File: src/rtl/fpu_host_ctrl.sv
// Bus initiator that writes operands/opcode to the FPU byte bus, waits for cmd_end,
// reads the 32-bit result back and completes the end_ack handshake.
// Optional watchdog in WAIT_END/ACK: define FPU_HOST_TIMEOUT_EN.
module fpu_host_ctrl #(
  parameter int unsigned STROBE_CYCLES  = 1,
  parameter int unsigned TIMEOUT_CYCLES = 4096
) (
  input  logic        clk,
  input  logic        arst_n,
  input  logic        start,
  input  logic [31:0] op_a,
  input  logic [31:0] op_b,
  input  logic [7:0]  opcode,
  output logic        ready,
  output logic        done,
  output logic        err,
  output logic [31:0] result,
  output logic        fpu_cs,
  output logic        fpu_rd,
  output logic        fpu_wr,
  output logic [3:0]  fpu_addr,
  output logic [7:0]  fpu_dout,
  input  logic [7:0]  fpu_din,
  input  logic        fpu_cmd_end,
  output logic        fpu_end_ack
);

  typedef enum logic [3:0] {
    StIdle, StWSetup, StWStrobe, StWHold, StWaitEnd,
    StRSetup, StRStrobe, StRHold, StAck, StFin
  } state_e;

  state_e      r_state;
  logic        r_ready, r_done, r_err, r_cs, r_rd, r_wr, r_end_ack;
  logic [31:0] r_result, r_shadow, r_opa, r_opb;
  logic [7:0]  r_opc, r_dout;
  logic [3:0]  r_addr, r_idx, r_cnt;

  logic [3:0]  w_next_idx;
  logic [7:0]  w_wbyte;
  logic [1:0]  w_rsel;
  logic        w_strobe_last;
  logic        w_tmo_hit;

`ifdef FPU_HOST_TIMEOUT_EN
  logic [15:0] r_tmo;

  // Free-runs only in WAIT_END/ACK; every path into those states passes a clearing state.
  always_ff @(posedge clk or negedge arst_n) begin
    if (!arst_n) begin
      r_tmo <= 16'd0;
    end else if (r_state == StWaitEnd || r_state == StAck) begin
      r_tmo <= r_tmo + 16'd1;
    end else begin
      r_tmo <= 16'd0;
    end
  end

  assign w_tmo_hit = (r_state == StWaitEnd || r_state == StAck) &&
                     (r_tmo == 16'(TIMEOUT_CYCLES - 1));
`else
  logic w_unused_tmo;
  assign w_unused_tmo = ^TIMEOUT_CYCLES;
  assign w_tmo_hit    = 1'b0;
`endif

  assign w_next_idx    = r_idx + 4'd1;
  // Result bytes live at 9..12; low two index bits minus one give byte lanes 0..3.
  assign w_rsel        = r_idx[1:0] - 2'd1;
  assign w_strobe_last = (r_cnt == 4'(STROBE_CYCLES - 1));

  always_comb begin
    w_wbyte = r_opa[7:0];
    case (w_next_idx)
      4'd1:    w_wbyte = r_opa[15:8];
      4'd2:    w_wbyte = r_opa[23:16];
      4'd3:    w_wbyte = r_opa[31:24];
      4'd4:    w_wbyte = r_opb[7:0];
      4'd5:    w_wbyte = r_opb[15:8];
      4'd6:    w_wbyte = r_opb[23:16];
      4'd7:    w_wbyte = r_opb[31:24];
      4'd8:    w_wbyte = r_opc;
      default: w_wbyte = r_opa[7:0];
    endcase
  end

  always_ff @(posedge clk or negedge arst_n) begin
    if (!arst_n) begin
      r_state   <= StIdle;
      r_ready   <= 1'b1;
      r_done    <= 1'b0;
      r_err     <= 1'b0;
      r_result  <= 32'd0;
      r_shadow  <= 32'd0;
      r_cs      <= 1'b1;
      r_rd      <= 1'b1;
      r_wr      <= 1'b1;
      r_end_ack <= 1'b0;
      r_addr    <= 4'd0;
      r_dout    <= 8'd0;
      r_idx     <= 4'd0;
      r_cnt     <= 4'd0;
      r_opa     <= 32'd0;
      r_opb     <= 32'd0;
      r_opc     <= 8'd0;
    end else begin
      r_done <= 1'b0;
      case (r_state)
        StIdle: begin
          if (start) begin
            r_opa   <= op_a;
            r_opb   <= op_b;
            r_opc   <= opcode;
            r_ready <= 1'b0;
            r_idx   <= 4'd0;
            r_addr  <= 4'd0;
            r_dout  <= op_a[7:0];
            r_cs    <= 1'b0;
            r_state <= StWSetup;
          end
        end
        StWSetup: begin
          r_wr    <= 1'b0;
          r_cnt   <= 4'd0;
          r_state <= StWStrobe;
        end
        StWStrobe: begin
          if (w_strobe_last) begin
            r_wr    <= 1'b1;
            r_state <= StWHold;
          end else begin
            r_cnt <= r_cnt + 4'd1;
          end
        end
        StWHold: begin
          if (r_idx == 4'd8) begin
            r_cs    <= 1'b1;
            r_state <= StWaitEnd;
          end else begin
            r_idx   <= w_next_idx;
            r_addr  <= w_next_idx;
            r_dout  <= w_wbyte;
            r_state <= StWSetup;
          end
        end
        StWaitEnd: begin
          if (w_tmo_hit) begin
            r_done  <= 1'b1;
            r_err   <= 1'b1;
            r_state <= StFin;
          end else if (fpu_cmd_end) begin
            r_idx   <= 4'd9;
            r_addr  <= 4'd9;
            r_cs    <= 1'b0;
            r_state <= StRSetup;
          end
        end
        StRSetup: begin
          r_rd    <= 1'b0;
          r_cnt   <= 4'd0;
          r_state <= StRStrobe;
        end
        StRStrobe: begin
          if (w_strobe_last) begin
            r_rd                          <= 1'b1;
            r_shadow[{w_rsel, 3'b000} +: 8] <= fpu_din;
            r_state                       <= StRHold;
          end else begin
            r_cnt <= r_cnt + 4'd1;
          end
        end
        StRHold: begin
          if (r_idx == 4'd12) begin
            r_cs      <= 1'b1;
            r_end_ack <= 1'b1;
            r_state   <= StAck;
          end else begin
            r_idx   <= w_next_idx;
            r_addr  <= w_next_idx;
            r_state <= StRSetup;
          end
        end
        StAck: begin
          if (w_tmo_hit) begin
            r_end_ack <= 1'b0;
            r_done    <= 1'b1;
            r_err     <= 1'b1;
            r_state   <= StFin;
          end else if (!fpu_cmd_end) begin
            r_end_ack <= 1'b0;
            r_done    <= 1'b1;
            r_err     <= 1'b0;
            r_result  <= r_shadow;
            r_state   <= StFin;
          end
        end
        StFin: begin
          r_ready <= 1'b1;
          r_state <= StIdle;
        end
        default: r_state <= StIdle;
      endcase
    end
  end

  assign ready       = r_ready;
  assign done        = r_done;
  assign err         = r_err;
  assign result      = r_result;
  assign fpu_cs      = r_cs;
  assign fpu_rd      = r_rd;
  assign fpu_wr      = r_wr;
  assign fpu_addr    = r_addr;
  assign fpu_dout    = r_dout;
  assign fpu_end_ack = r_end_ack;

endmodule

File: config.mk
export PLATFORM = sky130hd
export DESIGN_NAME = fpu_host_ctrl
export DESIGN_NICKNAME = d
export VERILOG_FILES = /design/src/rtl/fpu_host_ctrl.sv
export SDC_FILE = /design/constraint.sdc
export NUM_CORES = 1
export LEC_CHECK = 0
export CAP_MARGIN = 10
export CORE_ASPECT_RATIO = 1.2
export CORE_MARGIN = 2
export CORE_UTILIZATION = 35
export CTS_CLUSTER_DIAMETER = 100
export DETAILED_ROUTE_END_ITERATION = 6
export SLEW_MARGIN = 20
export SYNTH_ARGS = -nofsm -noshare
export SYNTH_HDL_FRONTEND = slang
export SYNTH_SLANG_ARGS = --single-unit
File: constraint.sdc
create_clock -name clk -period 3.8 [get_ports clk]
set_input_delay 0.76 -clock clk [delete_from_list [all_inputs] [get_ports clk]]
set_output_delay 0.76 -clock clk [all_outputs]
set_load 0.005 [all_outputs]
==> impl_metrics.py, run 1 <==
metrics = {
    "outcome": {
        "status": "finished clean",
    },
    "synthesis": {
        "synthCells": 615,
        "yosysTopAreaCellShare_pct": 53.27,
        "avgSynthCellArea_um2": 12.07,
        "synth_seq_cells": 162,
        "yosys_warnings": 0,
        "synth.largest_area_cell": "dfrtp_1",
        "ys_seq_area_share_pct": 54.69,
        "synth_cell_types": 65,
        "syn-num-nets": 707,
        "netlist_area_mm2": 0.007422,
        "async_flop_share_pct": 100.0,
        "synth_area_leaders": "dfrtp_1 53%, mux2_2 16%, nand2_1 3.4%",
        "synth_edf_count": 0,
        "synthFlopType": "dfrtp_1",
    },
    "placed_design": {
        "io_buffers": 133,
        "dpl.hpwl_mm": 13.55,
        "gp_congestion": 0.8923,
    },
    "power_and_ir_drop": {
        "clkPwrFrac_pct": 26.1,
        "swShare_pct": 33.94,
        "power_frac_seq_pct": 42.8,
        "p_switching_mw": 2.259,
        "p_int_mw": 4.397,
        "combPwrFrac_pct": 31.1,
        "irDropWorstVdd_mv": 0.3543,
        "p_leak_nw": 4.047,
        "p_per_area_mw_per_mm2": 698.5,
    },
    "worst_setup_path": {
        "worstSetupPathType": "flop to flop",
        "crit_slowest_cell": "dfrtp_1",
        "worstSetupEndpointType": "flop",
        "cp.required_ns": 4.10,
        "worstPathCellList": "inv_1 -> ha_1 -> and3b_1 -> o2bb2ai_1 -> nand2_1 -> a221o_1 -> a211oi_2 -> a21oi_2",
        "cp.arrival_ns": 3.46,
        "r2r_end": "fpu_dout[0]",
        "r2r-start": "r_idx[0]",
        "r2r_cells": 8,
        "cpPeakStageDelay_ns": 0.68,
        "cp_max_fo": 18,
        "start_kind": "flop",
        "rrSetupSlack_ns": 0.64,
    },
    "clocking": {
        "cts_buffers": 17,
        "cts_sinks": 162,
        "cts_tree": "yes",
        "cts_repair_resize_count": 0,
        "root_buffer": "clkbuf_16",
        "cts_buffer_depth": 2,
        "clock_latency_ns": 0.43,
        "clk_pin_slew_ns": 0.06,
        "hold_buffers": 0,
        "post_cts_buffers": 0,
        "htreeDepth": 4,
    },
    "die": {
        "core_area_mm2": 0.02090,
        "die_y_um": 163.5,
        "io_pins": 135,
        "die-area_mm2": 0.02239,
        "initial_core_util_pct": 35.51,
        "die_w_um": 136.9,
        "rows": 58,
    },
    "global_route": {
        "grt_pass1_wl_mm": 29.64,
        "grt_remaining_overflow": 0,
        "track_usage_pct": 17.26,
        "grt_max_degree": 88,
        "grt_pass1_vias": 5502,
        "antenna_found_initial": 0,
    },
    "timing": {
        "final-hold-violation-count": 0,
        "fin_skew_ns": 0.01253,
        "rsz0062_at_grt": "false",
        "slew_headroom_pct": 33.22,
        "finalSetupTns_ns": 0,
        "fmax_mhz": 316.7,
        "hold_ws_ns": 0.3853,
        "fin_crit_sh_pct": 83.08,
        "drv_slew": 0,
        "finalSetupViolations": 0,
        "worst_slew_pin_slew_ns": 1.002,
        "fin_crit_ns": 3.157,
    },
    "flow_run": {
        "drv_cap": 0,
    },
    "layout": {
        "multiInputGateArea_mm2": 0.003134,
        "n_antenna_cell": 0,
        "syn_to_final_growth_pct": 28.39,
        "nNetsFinal": 824,
        "final_core_util_pct": 45.59,
        "fillers": 1920,
        "regArea_mm2": 0.004059,
        "layout-drive-gt1-share_pct": 21.74,
    },
    "route": {
        "totalWireLength_mm": 18.57,
        "drc_errors": 0,
        "drtIter0Drc": 331,
        "dr.pass1.iters": 5,
        "routedWlPerCell_um": 18.30,
        "ant_nets": 0,
        "vias": 5357,
        "viasPerCell": 5.278,
    },
    "min_path": {
        "hold_class": "input pin to asynchronous set/reset pin",
    },
}
==> worst max-delay path, delay by kind of cell (launching register included) <==
| kind | cells | cell delay (ns) |
|---|---|---|
| AND/OR/NAND/NOR | 2 | 0.59 |
| adder cells (fa/ha/maj) | 1 | 0.54 |
| flip-flops | 1 | 0.68 |
| AO/OA/AOI/OAI | 4 | 0.99 |
| buffers and inverters | 1 | 0.22 |
==> cell type report <==
cell class                      instances  share of cell area [%]
Tap cell                              270                   3.545
Timing Repair Buffer                  136                   14.35
Sequential cell                       162                   42.59
Clock inverter                         13                   1.549
Multi-Input combinational cell        407                   32.89
Inverter                                8                  0.3151
Clock buffer                           19                   4.753
==> stage by stage <==
step | worst slack (ns) | std cells | power, mW | instance area (um^2)
global placement | 0.6520 | 983 | 4.855 | 8929
CTS | 0.6033 | 1015 | 6.702 | 9529
detailed placement | 0.6219 | 983 | 4.953 | 8929
finish | 0.6429 | 1015 | 6.656 | 9529
floorplan | 1.540 | 615 | 4.184 | 7422
global route | 0.4159 | 1015 | 7.068 | 9529
==> Yosys cell counts (7+ instances only) <==
cell	instances
inv_1	8
o31ai_1	29
o21ai_0	14
nand2b_1	13
dfrtp_1	158
buf_2	19
nand3_1	11
nand2_1	67
a22oi_1	12
a22o_1	11
nor3_1	7
nand4_1	7
nor2_1	19
mux2_2	105
ha_1	8
a21oi_1	13
==> placed cells by master (no fill, tap or decap), types with 8 or more instances in the layout <==
cell	n
a21oi_1	13
dfrtp_1	158
nand2_1	67
a22o_1	11
nand2b_1	13
o21ai_0	14
clkbuf_16	17
a22oi_1	12
mux2_2	105
nor2_1	19
inv_1	8
clkdlybuf4s50_1	132
nand3_1	10
ha_1	8
o31ai_1	29
==> sequential cells by signal, summed over array words and instances, names as in the netlist, 4 cells and up <==
name / flops
r_cnt: 4
r_idx: 4
r_opa: 32
r_shadow: 32
result: 32
r_state: 4
r_opc: 8
r_opb: 32
fpu_dout: 8
==> power by group through the flow <==
stage	Sequential [mW]	Combinational, mW	Clock (mW)
final	2.85	2.07	1.74
after global routing	2.93	2.28	1.86
after CTS	2.84	2.09	1.77
after detailed placement	2.87	2.08	0
after global placement	2.83	2.03	0
after floorplan	2.66	1.52	0
==> cell families after synthesis <==
kind of cell | after synthesis | share of synthesized area (%)
buffers and inverters | 46 | 3.254
AO/OA/AOI/OAI | 136 | 14.16
flip-flops | 162 | 54.69
adder cells (fa/ha/maj) | 8 | 1.349
XOR/XNOR | 6 | 0.7080
other | 1 | 0.05052
multiplexers | 106 | 16.07
AND/OR/NAND/NOR | 150 | 9.727
==> how the worst max path moves through the flow <==
stage	from	endpoint	slack, ns	depth (start not counted)
final	r_idx[0]	fpu_dout[0]	0.64	8
after CTS	r_idx[0]	fpu_dout[0]	0.60	8
after detailed placement	r_idx[0]	fpu_dout[0]	0.62	8
after global placement	r_idx[0]	fpu_dout[0]	0.65	8
after floorplan	r_idx[0]	fpu_dout[0]	1.54	9
after global routing	r_idx[0]	fpu_dout[0]	0.42	8
==> routing by layer <==
metal  track usage [%]  vias to the layer above  share of wire, %
li1                  -                     2501                 -
met1             21.96                     2652                43
met2             29.29                      177                51
met3             3.414                       27               5.1
met4             5.670                        0               1.6
met5                 0                        -                 0
Power figures use the tool's default switching activity.
==> run 2: changes to the inputs <==
clock period = 3.2 ns   (was 3.8 ns; I/O delays follow)
==> run 2 against run 1 <==
  * Via count grew 1.9%
  * Routed wire length is 3.8% higher
  * Sequential share of layout area decreased by 0.067 points
  * Worst hold slack lost 0.21 ns
  * Clock skew is 0.0030 ns lower
  * Critical path depth did not move
  * Count of clock-buffer cells in the layout is 4 higher
  * Critical path type unchanged
  * Largest cell class unchanged
  * Largest power group unchanged
==> impl_metrics.py, run 2 (synthesized netlist as in run 1, its figures left out) <==
metrics = {
    "layout": {
        "nNetsFinal": 829,
        "syn_to_final_growth_pct": 28.59,
        "final_common_cell": "dfrtp_1",
        "layout-drive-gt1-share_pct": 21.60,
        "n_antenna_cell": 0,
        "stdcell_area_mm2": 0.009544,
        "multiInputGateArea_mm2": 0.003134,
        "fillers": 1893,
        "layout_common_cells": "158 x dfrtp_1, 132 x clkdlybuf4s50_1, 105 x mux2_2, 67 x nand2_1, 29 x o31ai_1",
        "regArea_mm2": 0.004059,
    },
    "die": {
        "die_y_um": 163.5,
        "die_w_um": 136.9,
        "initial_core_util_pct": 35.51,
        "core_area_mm2": 0.02090,
        "rows": 58,
        "die-area_mm2": 0.02239,
        "io_pins": 135,
    },
    "timing": {
        "setup_ws_ns": 0.3148,
        "drv_slew": 0,
        "rsz0062_at_grt": "false",
        "slew_headroom_pct": 50.09,
        "finalSetupTns_ns": 0,
        "final-hold-violation-count": 0,
        "fmax_mhz": 346.6,
        "fin_crit_sh_pct": 90.16,
        "fin_skew_ns": 0.009510,
        "fin_crit_ns": 2.885,
        "worst_slew_pin_slew_ns": 0.7429,
        "finalSetupViolations": 0,
    },
    "worst_setup_path": {
        "crit_slowest_cell": "dfrtp_1",
        "r2r-start": "r_idx[0]",
        "worstPathCellList": "inv_1 -> ha_1 -> and3b_1 -> o2bb2ai_1 -> nand2_1 -> a221o_1 -> a211oi_2 -> a21oi_2",
        "crit_start": "r_idx[0]",
        "cp_max_fo": 18,
        "start_kind": "flop",
        "path_buf_inv": 1,
        "cp.required_ns": 3.49,
        "cp.arrival_ns": 3.18,
        "worstSetupPathType": "flop to flop",
        "critical_path.top_delay_family": "compound AO/OA/AOI/OAI gates",
        "cpPeakStageDelay_ns": 0.66,
        "worstSetupEndpointType": "flop",
    },
    "route": {
        "dr.pass1.iters": 5,
        "drtIter0Drc": 363,
        "totalWireLength_mm": 19.29,
        "ant_nets": 0,
        "vias": 5457,
        "routedWlPerCell_um": 18.91,
        "viasPerCell": 5.350,
        "drc_errors": 0,
    },
    "clocking": {
        "cts_sinks": 162,
        "post_cts_buffers": 0,
        "clock_latency_ns": 0.43,
        "root_buffer": "clkbuf_16",
        "cts_tree": "yes",
        "cts_repair_resize_count": 0,
        "htreeDepth": 4,
        "cts_buffers": 17,
        "cts_buffer_depth": 2,
        "hold_buffers": 0,
        "clk_pin_slew_ns": 0.06,
    },
    "global_route": {
        "track_usage_pct": 17.86,
        "grt_max_degree": 70,
        "grt_pass1_wl_mm": 30.44,
        "grt.met2_usage_pct": 29.69,
        "use_met1_pct": 21.48,
        "grt_use_met3_pct": 3.755,
        "grt_pass1_vias": 5715,
        "antenna_found_initial": 0,
        "grt_remaining_overflow": 0,
        "top_usage_layer": "met2",
    },
    "power_and_ir_drop": {
        "p_per_area_mw_per_mm2": 827.7,
        "p_leak_nw": 4.055,
        "irDropWorstVdd_mv": 0.4858,
    },
    "placed_design": {
        "gp_congestion": 0.9286,
        "dpl.hpwl_mm": 14.42,
        "place_ws_ns": 0.3771,
        "io_buffers": 133,
        "dpl-instance-area_mm2": 0.008979,
    },
    "outcome": {
        "status": "finished clean",
    },
    "min_path": {
        "hold_class": "input pin to asynchronous set/reset pin",
    },
    "flow_run": {
        "drv_cap": 0,
    },
}
## run 2: cell count changes in the layout (fill, tap and decap cells not counted), sizes merged
cell,before,now
clkbuf,19,23
clkinv,3,4
inv,14,9
buf,4,9
## run 2: worst paths after layout
path	endpoint	slack [ns]	depth (start not counted)
max in group asynchronous	result[15]	2.11	2
min in group clk	fpu_rd	0.48	2
setup reg to reg	fpu_dout[0]	0.31	8
setup / recovery	fpu_dout[0]	0.31	8
hold / removal	done	0.17	1
hold reg to reg	fpu_rd	0.48	2
## run 2: report_power, final
group | switching (mW) | internal [mW] | leakage, nW
sequential | 0.617 | 2.82 | 1.96
combinational | 1.25 | 1.23 | 1.82
clock | 0.813 | 1.17 | 0.272
## run 2: routing by layer
metal,share of wire [%],wire length (um)
met1,41,7910
met2,49,9426
met3,5.7,1095
met4,4.4,856
met5,0,0
## run 2: worst register-to-register path: stages (launching register included)
cell and delay, ns:
dfrtp_1 0.66, inv_1 0.21, ha_1 0.50, and3b_1 0.31, o2bb2ai_1 0.18, nand2_1 0.23, a221o_1 0.35, a211oi_2 0.24
a21oi_2 0.08
## run 2: cell type report
type                       instances  share of cell area (%)
sequential                       162                   42.53
multi-input combinational        407                   32.84
timing repair buffer             141                   14.85
clock buffer                      23                   4.798
tap                              270                   3.540
clock inverter                     9                   1.127
inverter                           8                  0.3146
## run 2: metrics by stage
step	hold slack, ns	utilization (%)	power, mW	cells
2_1_floorplan	0.3444	-	4.969	615
3_5_place_dp	0.4657	42.96	5.959	988
3_3_place_gp	0.4542	42.96	5.856	988
5_1_grt	0.2025	45.67	8.360	1020
4_1_cts	0.1885	45.67	7.959	1020
6_report	0.1709	45.67	7.899	1020
==> run 3: changes to the inputs <==
ABC_AREA = 1   (was default)
==> run 3 against run 2 <==
  * Die area is 2.4% higher
  * Worst setup slack better by 0.42 ns
  * Utilization up 0.50 points
  * Worst hold slack lost 0.0018 ns
  * Sequential cell count is the same
  * Count of clock-buffer cells in the layout fell by 2
  * Sequential power decreased by 6.7%
  * Critical endpoint is now fpu_cs
  * Largest power group is now combinational logic
  * Critical path depth decreased by 1
  * Fmax rose by 17%
  * Final area is 3.9% higher
  * Final cell count grew 21%
==> impl_metrics.py, run 3 <==
metrics = {
    "worst_setup_path": {
        "start_kind": "flop",
        "critical_path.top_delay_family": "adder cells",
        "cp.arrival_ns": 2.81,
        "cp_max_fo": 21,
        "worstSetupPathType": "flop to flop",
        "worstPathCellList": "inv_1 -> ha_1 -> nand3_1 -> nand2_1 -> nand2_1 -> nor3_1 -> mux2_1",
        "rrSetupSlack_ns": 0.74,
        "crit_slowest_cell": "ha_1",
        "r2r_cells": 7,
        "worstSetupEndpointType": "flop",
        "r2r-start": "r_idx[0]",
        "cpPeakStageDelay_ns": 0.75,
        "critical_path.most_common_cell": "nand2_1",
        "r2r_end": "fpu_cs",
        "path_buf_inv": 1,
        "cp.required_ns": 3.55,
        "crit_cells": 7,
    },
    "route": {
        "vias": 6000,
        "dr.pass1.iters": 5,
        "routedWlPerCell_um": 15.59,
        "totalWireLength_mm": 19.21,
        "drc_errors": 0,
        "ant_nets": 0,
        "drtIter0Drc": 389,
        "viasPerCell": 4.870,
    },
    "die": {
        "die_w_um": 138.6,
        "rows": 59,
        "die_y_um": 165.5,
        "core_area_mm2": 0.02148,
        "die-area_mm2": 0.02293,
        "initial_core_util_pct": 35.40,
        "io_pins": 135,
    },
    "clocking": {
        "cts_tree": "yes",
        "cts_buffers": 17,
        "root_buffer": "clkbuf_16",
        "post_cts_buffers": 0,
        "htreeDepth": 4,
        "cts_repair_resize_count": 0,
        "clock_latency_ns": 0.43,
        "cts_sinks": 162,
        "hold_buffers": 0,
        "cts_buffer_depth": 2,
        "clk_pin_slew_ns": 0.06,
    },
    "placed_design": {
        "post-place-cells": 1200,
        "io_buffers": 133,
        "gp_congestion": 0.8325,
        "dpl.hpwl_mm": 13.87,
    },
    "timing": {
        "worst_slew_pin_slew_ns": 0.8692,
        "fin_crit_sh_pct": 76.92,
        "fin_crit_ns": 2.461,
        "final-hold-violation-count": 0,
        "finalSetupViolations": 0,
        "fin_skew_ns": 0.006050,
        "slew_headroom_pct": 42.05,
        "finalSetupTns_ns": 0,
        "rsz0062_at_grt": "false",
        "drv_slew": 0,
        "fmax_mhz": 406.3,
    },
    "synthesis": {
        "synth_seq_cells": 162,
        "synth_area_leaders": "dfrtp_1 52%, mux2_2 7.1%, nand2_1 6.4%",
        "ys_top_cells_by_count": "158 x dfrtp_1, 130 x nand2_1, 106 x inv_1",
        "avgSynthCellArea_um2": 9.308,
        "async_flop_share_pct": 100.0,
        "syn-num-nets": 909,
        "synthCells": 817,
        "synth.most_common_cell": "dfrtp_1",
        "synth_top_family_by_area": "simple AND/OR/NAND/NOR gates",
        "synth_cell_types": 38,
        "yosysTopAreaCellShare_pct": 51.99,
        "synthFlopType": "dfrtp_1",
        "synth_compound_area_share_pct": 9.674,
        "synthAdderAreaFrac_pct": 1.316,
        "synth_simple_gate_area_share_pct": 19.89,
        "synth.largest_area_cell": "dfrtp_1",
        "synth_mux_area_share_pct": 7.256,
        "netlist_area_mm2": 0.007605,
        "ys_seq_area_share_pct": 53.37,
        "synth_edf_count": 0,
        "yosys_warnings": 0,
        "synth_xor_area_share_pct": 0.2303,
    },
    "layout": {
        "final_core_util_pct": 46.16,
        "layout-drive-gt1-share_pct": 14.82,
        "final_common_cell": "dfrtp_1",
        "nNetsFinal": 1037,
        "fillers": 2040,
        "syn_to_final_growth_pct": 30.40,
        "final_cell_count_no_fill": 1232,
        "layout_common_cells": "158 x dfrtp_1, 132 x clkdlybuf4s50_1, 130 x nand2_1, 106 x inv_1, 91 x o21ai_0",
        "n_antenna_cell": 0,
    },
    "global_route": {
        "grt_remaining_overflow": 0,
        "grt_pass1_wl_mm": 31.31,
        "grt_max_degree": 65,
        "antenna_found_initial": 0,
        "grt_pass1_vias": 6039,
        "track_usage_pct": 17.44,
    },
    "min_path": {
        "hold_class": "input pin to asynchronous set/reset pin",
    },
    "outcome": {
        "status": "finished clean",
    },
    "power_and_ir_drop": {
        "p_per_area_mw_per_mm2": 880.9,
        "p_leak_nw": 4.517,
        "irDropWorstVdd_mv": 0.4297,
    },
    "flow_run": {
        "drv_cap": 0,
    },
}
run 3: worst reg2reg max path: stages (launching register included):
cell,delay (ns)
dfrtp_1,0.47
inv_1,0.16
ha_1,0.75
nand3_1,0.19
nand2_1,0.18
nand2_1,0.09
nor3_1,0.19
mux2_1,0.35
run 3: cell families after synthesis:
family                   after synthesis
AND/OR/NAND/NOR                      304
flip-flops                           162
buffers and inverters                153
AO/OA/AOI/OAI                        138
XOR/XNOR                               2
adder cells (fa/ha/maj)                8
multiplexers                          49
other                                  1
run 3: worst max path at each step:
stage                        start     endpoint  slack (ns)
after floorplan           r_idx[0]  fpu_dout[0]        1.19
final                     r_idx[0]       fpu_cs        0.74
after detailed placement  r_idx[0]       fpu_cs        0.75
after global routing      r_idx[0]  fpu_dout[7]        0.42
after CTS                 r_idx[0]       fpu_cs        0.73
after global placement       start     r_opc[7]        0.83
run 3: power by group:
part	internal (mW)	total (mW)	switching, mW
combinational	1.33	3.25	1.92
sequential	2.82	3.21	0.388
clock	1.43	2.28	0.842
run 3: through the flow:
stage	instance area [um^2]	setup slack [ns]	hold slack, ns	total power [mW]
final	9917	0.7387	0.1691	8.736
after global routing	9917	0.4203	0.2090	9.366
after CTS	9917	0.7347	0.1834	8.810
after detailed placement	9256	0.7546	0.4746	6.502
after global placement	9256	0.8252	0.4563	6.424
after floorplan	7605	1.192	0.3444	5.385
run 3: area by class of cell:
type / instances / area (um^2) / share of cell area (%)
clock inverters: 11 / 200.2 / 2.019
clock buffers: 21 / 460.4 / 4.643
inverters: 116 / 435.4 / 4.391
flip-flops and latches: 162 / 4059 / 40.93
well taps: 274 / 342.8 / 3.457
repair buffers: 146 / 1493 / 15.05
multi-input cells: 502 / 2927 / 29.51
run 3: per-layer routing:
| layer | vias up | track usage, % | share of wire [%] | wire (um) |
|---|---|---|---|---|
| met5 | - | 0 | 0 | 0 |
| met4 | 0 | 6.586 | 2.4 | 469 |
| met3 | 36 | 3.893 | 5.0 | 953 |
| met2 | 191 | 29.03 | 48 | 9288 |
| met1 | 2826 | 22.42 | 44 | 8502 |
| li1 | 2947 | - | - | - |
